File: src/rtl/alu_share_arbiter.sv
// alu_share_arbiter
//  Shares one ALU and its srcA/srcB operand muxes between two requesters
//  (req 0 = execute stage, req 1 = debug/address-generation unit). Each cycle
//  the arbiter grants at most one request. It steers the winner's mux selects
//  and alu_fun to the ALU, and captures the ALU result into a 1-entry
//  response buffer.
//
//  Optional feature: define ALU_ARB_LOCK_EN to enable the req 0 burst lock.
//  While the lock is set, only req 0 is granted and the pointer is frozen at 0.
//  Without the macro, req_lock is ignored.
//
//  Ports
//   CLK, RST_N             clock; synchronous active-low reset
//   req_valid/req_ready    per-requester handshake (req_ready is a one-hot grant)
//   req_fun/srcA/srcB      per-requester ALU function and operand selects
//   req_lock               req 0 burst lock request
//   alu_srcA/srcB/fun      steered to the operand muxes and the ALU
//   alu_result             combinational ALU result for the current selects
//   rsp_valid/id/data      response buffer contents; rsp_ready drains it
module alu_share_arbiter #(
   parameter int unsigned WIDTH   = 32,
   parameter int unsigned FUN_W   = 4,
   parameter int unsigned RR_EN   = 1,
   parameter int unsigned RR_INIT = 0
) (
   input  logic               CLK,
   input  logic               RST_N,
   input  logic [1:0]         req_valid,
   output logic [1:0]         req_ready,
   input  logic [2*FUN_W-1:0] req_fun,
   input  logic [3:0]         req_srcA,
   input  logic [3:0]         req_srcB,
   input  logic               req_lock,
   output logic [1:0]         alu_srcA,
   output logic [1:0]         alu_srcB,
   output logic [FUN_W-1:0]   alu_fun,
   input  logic [WIDTH-1:0]   alu_result,
   output logic               rsp_valid,
   output logic               rsp_id,
   output logic [WIDTH-1:0]   rsp_data,
   input  logic               rsp_ready
);

   typedef enum logic {
      S_EMPTY = 1'b0,
      S_FULL  = 1'b1
   } state_t;

   state_t             state_q, state_d;
   logic               ptr_q, ptr_d;
   logic               rsp_id_q, rsp_id_d;
   logic [WIDTH-1:0]   rsp_data_q, rsp_data_d;
   logic               lock_active;
   logic [1:0]         elig;
   logic               can_issue;
   logic               grant;
   logic               win;

`ifdef ALU_ARB_LOCK_EN
   logic               lock_q, lock_d;
   assign lock_active = lock_q;
`else
   logic               unused_req_lock;
   assign unused_req_lock = req_lock;
   assign lock_active     = 1'b0;
`endif

   // Arbitration and steering of the winner's selects onto the ALU
   always_comb begin
      req_ready = 2'b00;
      alu_srcA  = 2'b00;
      alu_srcB  = 2'b00;
      alu_fun   = '0;
      win       = 1'b0;

      // A locked burst hides req 1 from arbitration entirely
      elig      = {req_valid[1] & ~lock_active, req_valid[0]};
      // Grants are suppressed under reset so nothing is handshaken that reset discards
      can_issue = RST_N & ((state_q == S_EMPTY) | rsp_ready);
      grant     = can_issue & (|elig);

      if (elig == 2'b11) begin
         win = (RR_EN != 0) ? ptr_q : 1'b0;
      end else begin
         win = ~elig[0];
      end

      if (grant) begin
         req_ready[win] = 1'b1;
         alu_srcA       = win ? req_srcA[3:2] : req_srcA[1:0];
         alu_srcB       = win ? req_srcB[3:2] : req_srcB[1:0];
         alu_fun        = win ? req_fun[2*FUN_W-1:FUN_W] : req_fun[FUN_W-1:0];
      end
   end

   // Buffer FSM, response capture, pointer and lock update
   always_comb begin
      state_d    = state_q;
      rsp_id_d   = rsp_id_q;
      rsp_data_d = rsp_data_q;
      ptr_d      = ptr_q;
`ifdef ALU_ARB_LOCK_EN
      lock_d     = lock_q;
`endif

      case (state_q)
         S_EMPTY: if (grant) state_d = S_FULL;
         S_FULL:  if (rsp_ready && !grant) state_d = S_EMPTY;
         default: state_d = S_EMPTY;
      endcase

      if (grant) begin
         rsp_id_d   = win;
         rsp_data_d = alu_result;
         ptr_d      = ~win;
      end

`ifdef ALU_ARB_LOCK_EN
      if (grant && !win) lock_d = req_lock;
      // Pointer parks on req 0 for the whole locked burst
      if (lock_d) ptr_d = 1'b0;
`endif
   end

   // State registers with synchronous reset
   always_ff @(posedge CLK) begin
      if (!RST_N) begin
         state_q    <= S_EMPTY;
         ptr_q      <= 1'(RR_INIT);
         rsp_id_q   <= 1'b0;
         rsp_data_q <= '0;
`ifdef ALU_ARB_LOCK_EN
         lock_q     <= 1'b0;
`endif
      end else begin
         state_q    <= state_d;
         ptr_q      <= ptr_d;
         rsp_id_q   <= rsp_id_d;
         rsp_data_q <= rsp_data_d;
`ifdef ALU_ARB_LOCK_EN
         lock_q     <= lock_d;
`endif
      end
   end

   assign rsp_valid = (state_q == S_FULL);
   assign rsp_id    = rsp_id_q;
   assign rsp_data  = rsp_data_q;

endmodule
File: config.mk
export PLATFORM = sky130hd
export DESIGN_NAME = alu_share_arbiter
export DESIGN_NICKNAME = d
export VERILOG_FILES = /design/src/rtl/alu_share_arbiter.sv
export SDC_FILE = /design/constraint.sdc
export NUM_CORES = 1
export LEC_CHECK = 0
export CORE_MARGIN = 1.5
export CORE_UTILIZATION = 39
export DETAILED_ROUTE_END_ITERATION = 8
export PLACE_DENSITY_LB_ADDON = 0.25
export SETUP_SLACK_MARGIN = 0.4
export SLEW_MARGIN = 20
export SYNTH_ARGS = -nofsm -noshare
export SYNTH_HDL_FRONTEND = slang
export SYNTH_SLANG_ARGS = --single-unit
File: constraint.sdc
create_clock -name CLK -period 2.9 [get_ports CLK]
set_input_delay 0.435 -clock CLK [delete_from_list [all_inputs] [get_ports CLK]]
set_output_delay 0.435 -clock CLK [all_outputs]
set_load 0.1 [all_outputs]
Yosys cells after proc, flatten, opt, wreduce, memory -nomap -nowiden. Index checks and enable logic that the tools add are counted.

Output and inout port bits: 44. Logic and storage cells: 30. Bits in registers: 35. Bits of input ports: 54.

Magnitude comparators: 2. Mux-type cells: 13. Reduce and logical (&&, ||, !) cells: 4. Bitwise gates (word level): 6. Equal/unequal tests: 1.

Operators with widths (number): 2-bit two-way mux (5); 4-bit two-way mux (2); 1-bit two-way mux (4); 1-bit inverter (3); 1-bit AND (2); 2-bit equality test, second input constant (1); 1-bit logical AND (2); 1-bit by 2-bit < comparator with 1-bit output, second input constant (1); 1-bit case mux with 2 select lines (1); 2-bit OR reduction (1); 1-bit demux with 1-bit select (1); 1-bit >= comparator, second input constant (1); 1-bit logical NOT (1); 1-bit OR (1).

Longest topological paths before layout. Gate-level depths: netlist (run 1).

Depth after elaboration: 8. Gate-level depth with buffers: 5.

Worst setup path after synthesis (run 1). OpenSTA, ideal clock, no wires.

Kind: reg2out. Start point: reg state_q (netlist: rsp_valid). End point: out alu_fun[0]. Path slack: 0.057 ns. Arrival time: 2.408 ns. Path buffers: 1. Cell stages (with the launch flop): 5. Data required time: 2.465 ns. Cell sequence: dfxtp_1 nand2b_4 o2111a_1 buf_2 a22o_1.

Longest elaborated chain between the ends: 5.

Ends and longest elaborated chain: start: declaration (RTL line 49) `state_t state_q, state_d;`; start signal: assignment (RTL line 136) `state_q <= state_d;`; 1-bit inverter; 1-bit OR (RTL line 79) `can_issue = RST_N & ((state_q == S_EMPTY) | rsp_ready);`; 1-bit AND (RTL line 79); 1-bit AND (RTL line 80) `grant = can_issue & (|elig);`; 4-bit two-way mux (RTL line 88) `if (grant) begin`; end: declaration (RTL line 36) `output logic [FUN_W-1:0] alu_fun,`.

Every way passes these cells.

Worst setup path in the final report (run 1).
Start point: in rsp_ready. End point: out alu_fun[0].

Longest elaborated chain between the ends: 4.

Ends and longest elaborated chain: start: declaration (RTL line 41) `input logic rsp_ready`; 1-bit OR (RTL line 79); 1-bit AND (RTL line 79); 1-bit AND (RTL line 80); 4-bit two-way mux (RTL line 88).

Every way passes these cells.

==> results of run 1 <==
-- where the power goes --
part           internal [W]  switching (W)
combinational      0.000198       0.000475
sequential         0.000527      0.0000231
clock              0.000344       0.000163
-- flip-flops by register name (all words and copies together) (netlist names) --
signal and count:
rsp_data 32, ptr_q 1, rsp_id 1, rsp_valid 1
-- path summary, 6_finish.rpt --
check        slack (ns)                        to                     start  cells past startpoint
max reg2reg        1.61       rsp_id$_SDFFE_PN0P_      rsp_valid$_SDFF_PN0_                      4
min reg2reg        0.46  rsp_data[7]$_SDFFE_PN0P_  rsp_data[7]$_SDFFE_PN0P_                      2
max                0.54                alu_fun[0]                 rsp_ready                      5
min                0.46  rsp_data[7]$_SDFFE_PN0P_  rsp_data[7]$_SDFFE_PN0P_                      2
-- placed cells by master, fill, tap and decap left out --
cell             Yosys  routed
and4_4               1       1
clkbuf_8             0       5
nand3b_4             1       1
dfxtp_1             35      35
nand2b_4             1       1
a211oi_1             2       2
bufinv_16            0       2
clkdlybuf4s50_1      0      52
buf_12               3      10
a21oi_1              1       1
buf_4                0      37
a22o_2               0       8
clkbuf_1             0       1
inv_1               36      36
mux2i_1             32      32
o2111a_1             1       1
nand2_1             33      33
nor2_1               1       1
-- cell families after synthesis --
logic type	synth area share, %
mux	20.6
simple gates	11.1
compound gates	6.53
flops	45.2
buf+inv	16.5
-- routing by layer --
layer / part of all wire, % / vias to the layer above / global-route usage, %
met5: 0 / - / 0
met4: 0.80 / 0 / 5.87
met3: 7.9 / 5 / 6.13
met2: 48 / 50 / 29.2
met1: 43 / 591 / 20.6
li1: - / 700 / -
-- cell type report --
| cell class | count | share of cell area, % |
|---|---|---|
| Clock inverter | 2 | 2.28 |
| Clock buffer | 6 | 2.76 |
| Tap cell | 48 | 2.28 |
| Timing Repair Buffer | 99 | 37.9 |
| Multi-Input combinational cell | 81 | 23.0 |
| Inverter | 36 | 5.14 |
| Sequential cell | 35 | 26.6 |
-- per-stage QoR --
stage | hold slack, ns | cells | power, W
after global placement | 0.445 | 299 | 0.00123
final | 0.461 | 307 | 0.00173
after CTS | 0.460 | 307 | 0.00175
after global routing | 0.478 | 307 | 0.00180
after floorplan | 0.443 | 162 | 0.00105
after detailed placement | 0.451 | 299 | 0.00124
-- synthesized netlist by cell type (all sizes together) --
| cell | number |
|---|---|
| o2111a | 1 |
| nor2 | 1 |
| and4 | 1 |
| buf | 8 |
| a211oi | 2 |
| nand3b | 1 |
| dfxtp | 35 |
| a21oi | 1 |
| nand2 | 33 |
| dlygate4sd1 | 2 |
| mux2i | 32 |
| inv | 36 |
| nand2b | 1 |
| a22o | 8 |
-- worst max-delay path, cell delays in order --
cell and delay, ns:
clkdlybuf4s50_1 0.46, nand2b_4 0.15, o2111a_1 0.44, a22o_2 0.26, buf_12 0.18
==> impl_metrics.py, run 1 <==
metrics = {
    "die": {
        "die_area_um2": 4370,
        "rows": 22,
        "placeableCoreArea_um2": 3740,
        "boundaryPins": 98,
        "die_y_um": 66.1,
        "die_w_um": 66.1,
        "start_util_pct": 41.4,
    },
    "critical_path": {
        "cp.required_ns": 2.47,
        "cp.arrival_ns": 1.93,
        "criticalPathCategory": "in2out",
        "end_kind": "output port",
        "crit_path_max_fanout": 10,
        "crit_path_start_kind": "input pin",
    },
    "sta": {
        "fmax_mhz": 423,
        "finalMaxSlewViolations": 0,
        "final.setup.tns_ns": 0,
        "period_share_pct": 81.5,
        "worst_slack_ns": 0.537,
        "finalSetupViolations": 0,
        "relSlewSlack_pct": 72.1,
        "rsz0062_at_grt": "no",
        "tightest_slew_ns": 0.419,
        "clock_skew_ns": 0.00269,
        "min_period_ns": 2.36,
        "final_hold_viol_count": 0,
    },
    "clock_tree": {
        "cts_sinks": 35,
        "cts_buffers": 5,
        "cts_setup_buffers": 0,
        "cts.root.buffer_cell": "clkbuf_8",
        "cts_tree": "yes",
        "cts_max_path_buffers": 2,
        "cts_resized": 0,
        "path_clk_slew_ns": 0.07,
        "h-tree-depth": 2,
        "ctsHoldBuffers": 0,
        "clk_latency_ns": 0.28,
    },
    "finish": {
        "drive_gt1_share_pct": 25.1,
        "final_util_pct": 70.3,
        "seqCellArea_um2": 701,
        "fillCellCount": 311,
        "multi_input_area_um2": 604,
        "diodes": 0,
        "fin_nets": 312,
        "final_area_um2": 2630,
        "flow.area_growth_from_synthesis_pct": 69.6,
    },
    "global_routing": {
        "antenna_found_initial": 0,
        "grt_overflow": 0,
        "grt_pass1_vias": 1292,
        "grt_max_degree": 35,
        "grtUsageTotal_pct": 17.4,
        "grt_pass1_wl_um": 5780,
    },
    "placement": {
        "postPlaceCellArea_um2": 2500,
        "place_congestion": 0.714,
        "dpl_worst_slack_ns": 0.544,
        "hpwl_um": 2760,
        "port_buffers": 96,
    },
    "logic_synthesis": {
        "netlist_instances": 162,
        "ys_ff_latch": 35,
        "synth_top_cell_by_area": "dfxtp_1",
        "postSynthAreaPerCell_um2": 9.58,
        "synth_top_area_share_pct": 45.2,
        "yosysSeqAreaShare_pct": 45.2,
        "yosysUniqueCellTypes": 16,
        "syn_area_um2": 1550,
        "syn_nets": 216,
        "yosys_warnings": 0,
        "ys_top_cells_by_area": "dfxtp_1, mux2i_1, inv_1",
    },
    "job": {
        "max_cap_viol_count": 0,
    },
    "drt": {
        "avgRoutedWirePerCell_um": 11.8,
        "drtAntennaViolNets": 0,
        "drtPass1Iterations": 4,
        "drt_iter0_markers": 48,
        "drc": 0,
        "viasPerCell": 4.38,
        "num_vias": 1346,
        "routed_wl_um": 3620,
    },
    "pwr": {
        "ir_drop_v": 0.000487,
        "leakage_nw": 1.37,
        "pwr_density_cell_nw_per_um2": 657,
    },
    "min_path": {
        "hold_class": "reg2reg",
    },
    "status": {
        "outcome": "complete, no violations",
    },
}
Power figures use the tool's default switching activity.
==> inputs of run 2 (changes only) <==
CORE_UTILIZATION = 33   (was 39)
clock period = 2 ns   (was 2.9 ns; I/O delays follow)
==> impl_metrics.py, run 2 (same netlist as run 1, synthesis figures left out) <==
metrics = {
    "drt": {
        "num_vias": 1405,
        "drtAntennaViolNets": 0,
        "top_layer": "met4",
        "drt_iter0_markers": 37,
        "wl_met1_um": 1660,
        "dr_wl_met3_um": 319,
        "wl_met2_um": 2020,
        "routed_wl_um": 4020,
        "viasPerCell": 4.34,
        "avgRoutedWirePerCell_um": 12.4,
        "drc": 5,
        "drtPass1Iterations": 6,
    },
    "placement": {
        "place_congestion": 0.695,
        "port_buffers": 96,
        "postPlaceCellArea_um2": 2630,
        "hpwl_um": 2930,
        "dpl_worst_slack_ns": 0.0605,
    },
    "die": {
        "placeableCoreArea_um2": 4440,
        "die_y_um": 71.6,
        "rows": 24,
        "die_area_um2": 5120,
        "boundaryPins": 98,
        "start_util_pct": 34.9,
        "die_w_um": 71.6,
    },
    "global_routing": {
        "grt_overflow": 0,
        "grt_pass1_wl_um": 6480,
        "grt_pass1_vias": 1419,
        "antenna_found_initial": 0,
        "grt_max_degree": 24,
        "grtUsageTotal_pct": 15.9,
    },
    "critical_path": {
        "cp_common_cell": "buf_12",
        "crit_path_start_kind": "register",
        "cp_slowest_cell": "dfxtp_2",
        "end_kind": "output port",
        "path_cells": "o2111a_2 -> buf_6 -> buf_12 -> a22o_4 -> buf_12",
        "slowest_delay_ns": 0.33,
        "cp.arrival_ns": 1.51,
        "cp.required_ns": 1.70,
        "criticalPathCategory": "reg2out",
        "reg2reg_depth": 6,
        "crit_path_max_fanout": 5,
    },
    "finish": {
        "multi_input_area_um2": 677,
        "diodes": 0,
        "fin_nets": 325,
        "final_area_um2": 2840,
        "final_util_pct": 64.0,
        "fillCellCount": 384,
        "seqCellArea_um2": 706,
        "mostFrequentLayoutCell": "clkdlybuf4s50_1",
        "final_cell_mix": "clkdlybuf4s50_1, buf_4, inv_1, nand2_1, dfxtp_1",
        "flow.area_growth_from_synthesis_pct": 83.3,
        "drive_gt1_share_pct": 29.8,
        "largest_register_ffs": 32,
    },
    "pwr": {
        "intPower_w": 0.00141,
        "pwr-share-seq_pct": 33.5,
        "pwr_density_cell_nw_per_um2": 836,
        "leakage_nw": 1.50,
        "clockPowerShare_pct": 23.0,
        "p_comb_share_pct": 43.5,
        "ir_drop_v": 0.000544,
        "switching_share_pct": 40.9,
        "p_switching_w": 0.000971,
    },
    "sta": {
        "finalMaxSlewViolations": 0,
        "fmax_mhz": 551,
        "clock_skew_ns": 0.00229,
        "worst_slack_ns": 0.186,
        "final_hold_viol_count": 0,
        "rsz0062_at_grt": "yes",
        "relSlewSlack_pct": 81.2,
        "min_period_ns": 1.81,
        "final.setup.tns_ns": 0,
        "tightest_slew_ns": 0.285,
        "finalSetupViolations": 0,
        "period_share_pct": 90.7,
    },
    "clock_tree": {
        "cts.root.buffer_cell": "clkbuf_8",
        "cts_buffers": 5,
        "clk_latency_ns": 0.27,
        "ctsHoldBuffers": 0,
        "cts_max_path_buffers": 2,
        "path_clk_slew_ns": 0.07,
        "h-tree-depth": 2,
        "cts_tree": "yes",
        "cts_sinks": 35,
    },
    "min_path": {
        "worstHoldPathCells": 2,
        "hold_class": "reg2reg",
    },
    "status": {
        "violations": "DRC",
        "outcome": "finished with violations",
    },
    "job": {
        "max_cap_viol_count": 0,
    },
}
[run 2: cell types whose count changed in the layout (fill, tap and decap cells not counted), moves of 2 or more]
| cell | delta |
|---|---|
| a22o_2 | -8 |
| a22o_4 | +8 |
| buf_12 | +4 |
| buf_4 | +5 |
| buf_6 | +2 |
| bufinv_16 | -2 |
| clkbuf_8 | +2 |
| clkdlybuf4s50_1 | -4 |
| dfxtp_1 | -2 |
| dlygate4sd2_1 | +4 |
[run 2: power groups by stage]
stage / Clock [W] / Combinational, W / Sequential [W]
finish: 0.000545 / 0.00103 / 0.000797
global route: 0.000605 / 0.00107 / 0.000805
CTS: 0.000566 / 0.00104 / 0.000797
detailed placement: 0 / 0.00101 / 0.000812
global placement: 0 / 0.00101 / 0.000811
floorplan: 0 / 0.000274 / 0.00127
[run 2: path summary, 6_finish.rpt]
path                                           from  slack (ns)                  end
worst max register to register   ptr_q$_SDFFE_PN0P_        0.64   ptr_q$_SDFFE_PN0P_
worst max-delay path             ptr_q$_SDFFE_PN0P_        0.19           alu_fun[1]
worst min-delay path            rsp_id$_SDFFE_PN0P_        0.46  rsp_id$_SDFFE_PN0P_
worst min register to register  rsp_id$_SDFFE_PN0P_        0.46  rsp_id$_SDFFE_PN0P_
[run 2: what timing repair did]
item / 4_1_cts / 5_1_grt
buffers inserted: 6 / 2
endpoints found under the setup margin: 10 / 10
cloned: 2 / 0
pin swaps: 4 / 0
gates resized for setup: 10 / 0
[run 2: cell type report]
class	instances	area share, %
sequential	35	24.8
inverter	36	4.75
timing repair buffer	111	40.8
clock buffer	8	3.52
tap	52	2.29
multi-input combinational	82	23.8
[run 2: layer usage]
metal,global-route usage [%],vias to the layer above
met5,0,-
met4,3.56,0
met3,6.05,2
met2,27.7,47
met1,18.7,634
li1,-,722
[run 2: through the flow]
stage / std cells / power (W) / hold WS [ns]
after floorplan: 162 / 0.00154 / 0.432
after global placement: 306 / 0.00182 / 0.445
after detailed placement: 306 / 0.00183 / 0.444
after CTS: 322 / 0.00240 / 0.459
after global routing: 324 / 0.00248 / 0.483
final: 324 / 0.00238 / 0.456
[run 2: worst max-delay path: cells and delay by family (launching register included)]
family	cells	cell delay, ns
compound gates	2	0.51
buf+inv	3	0.40
flops	1	0.33
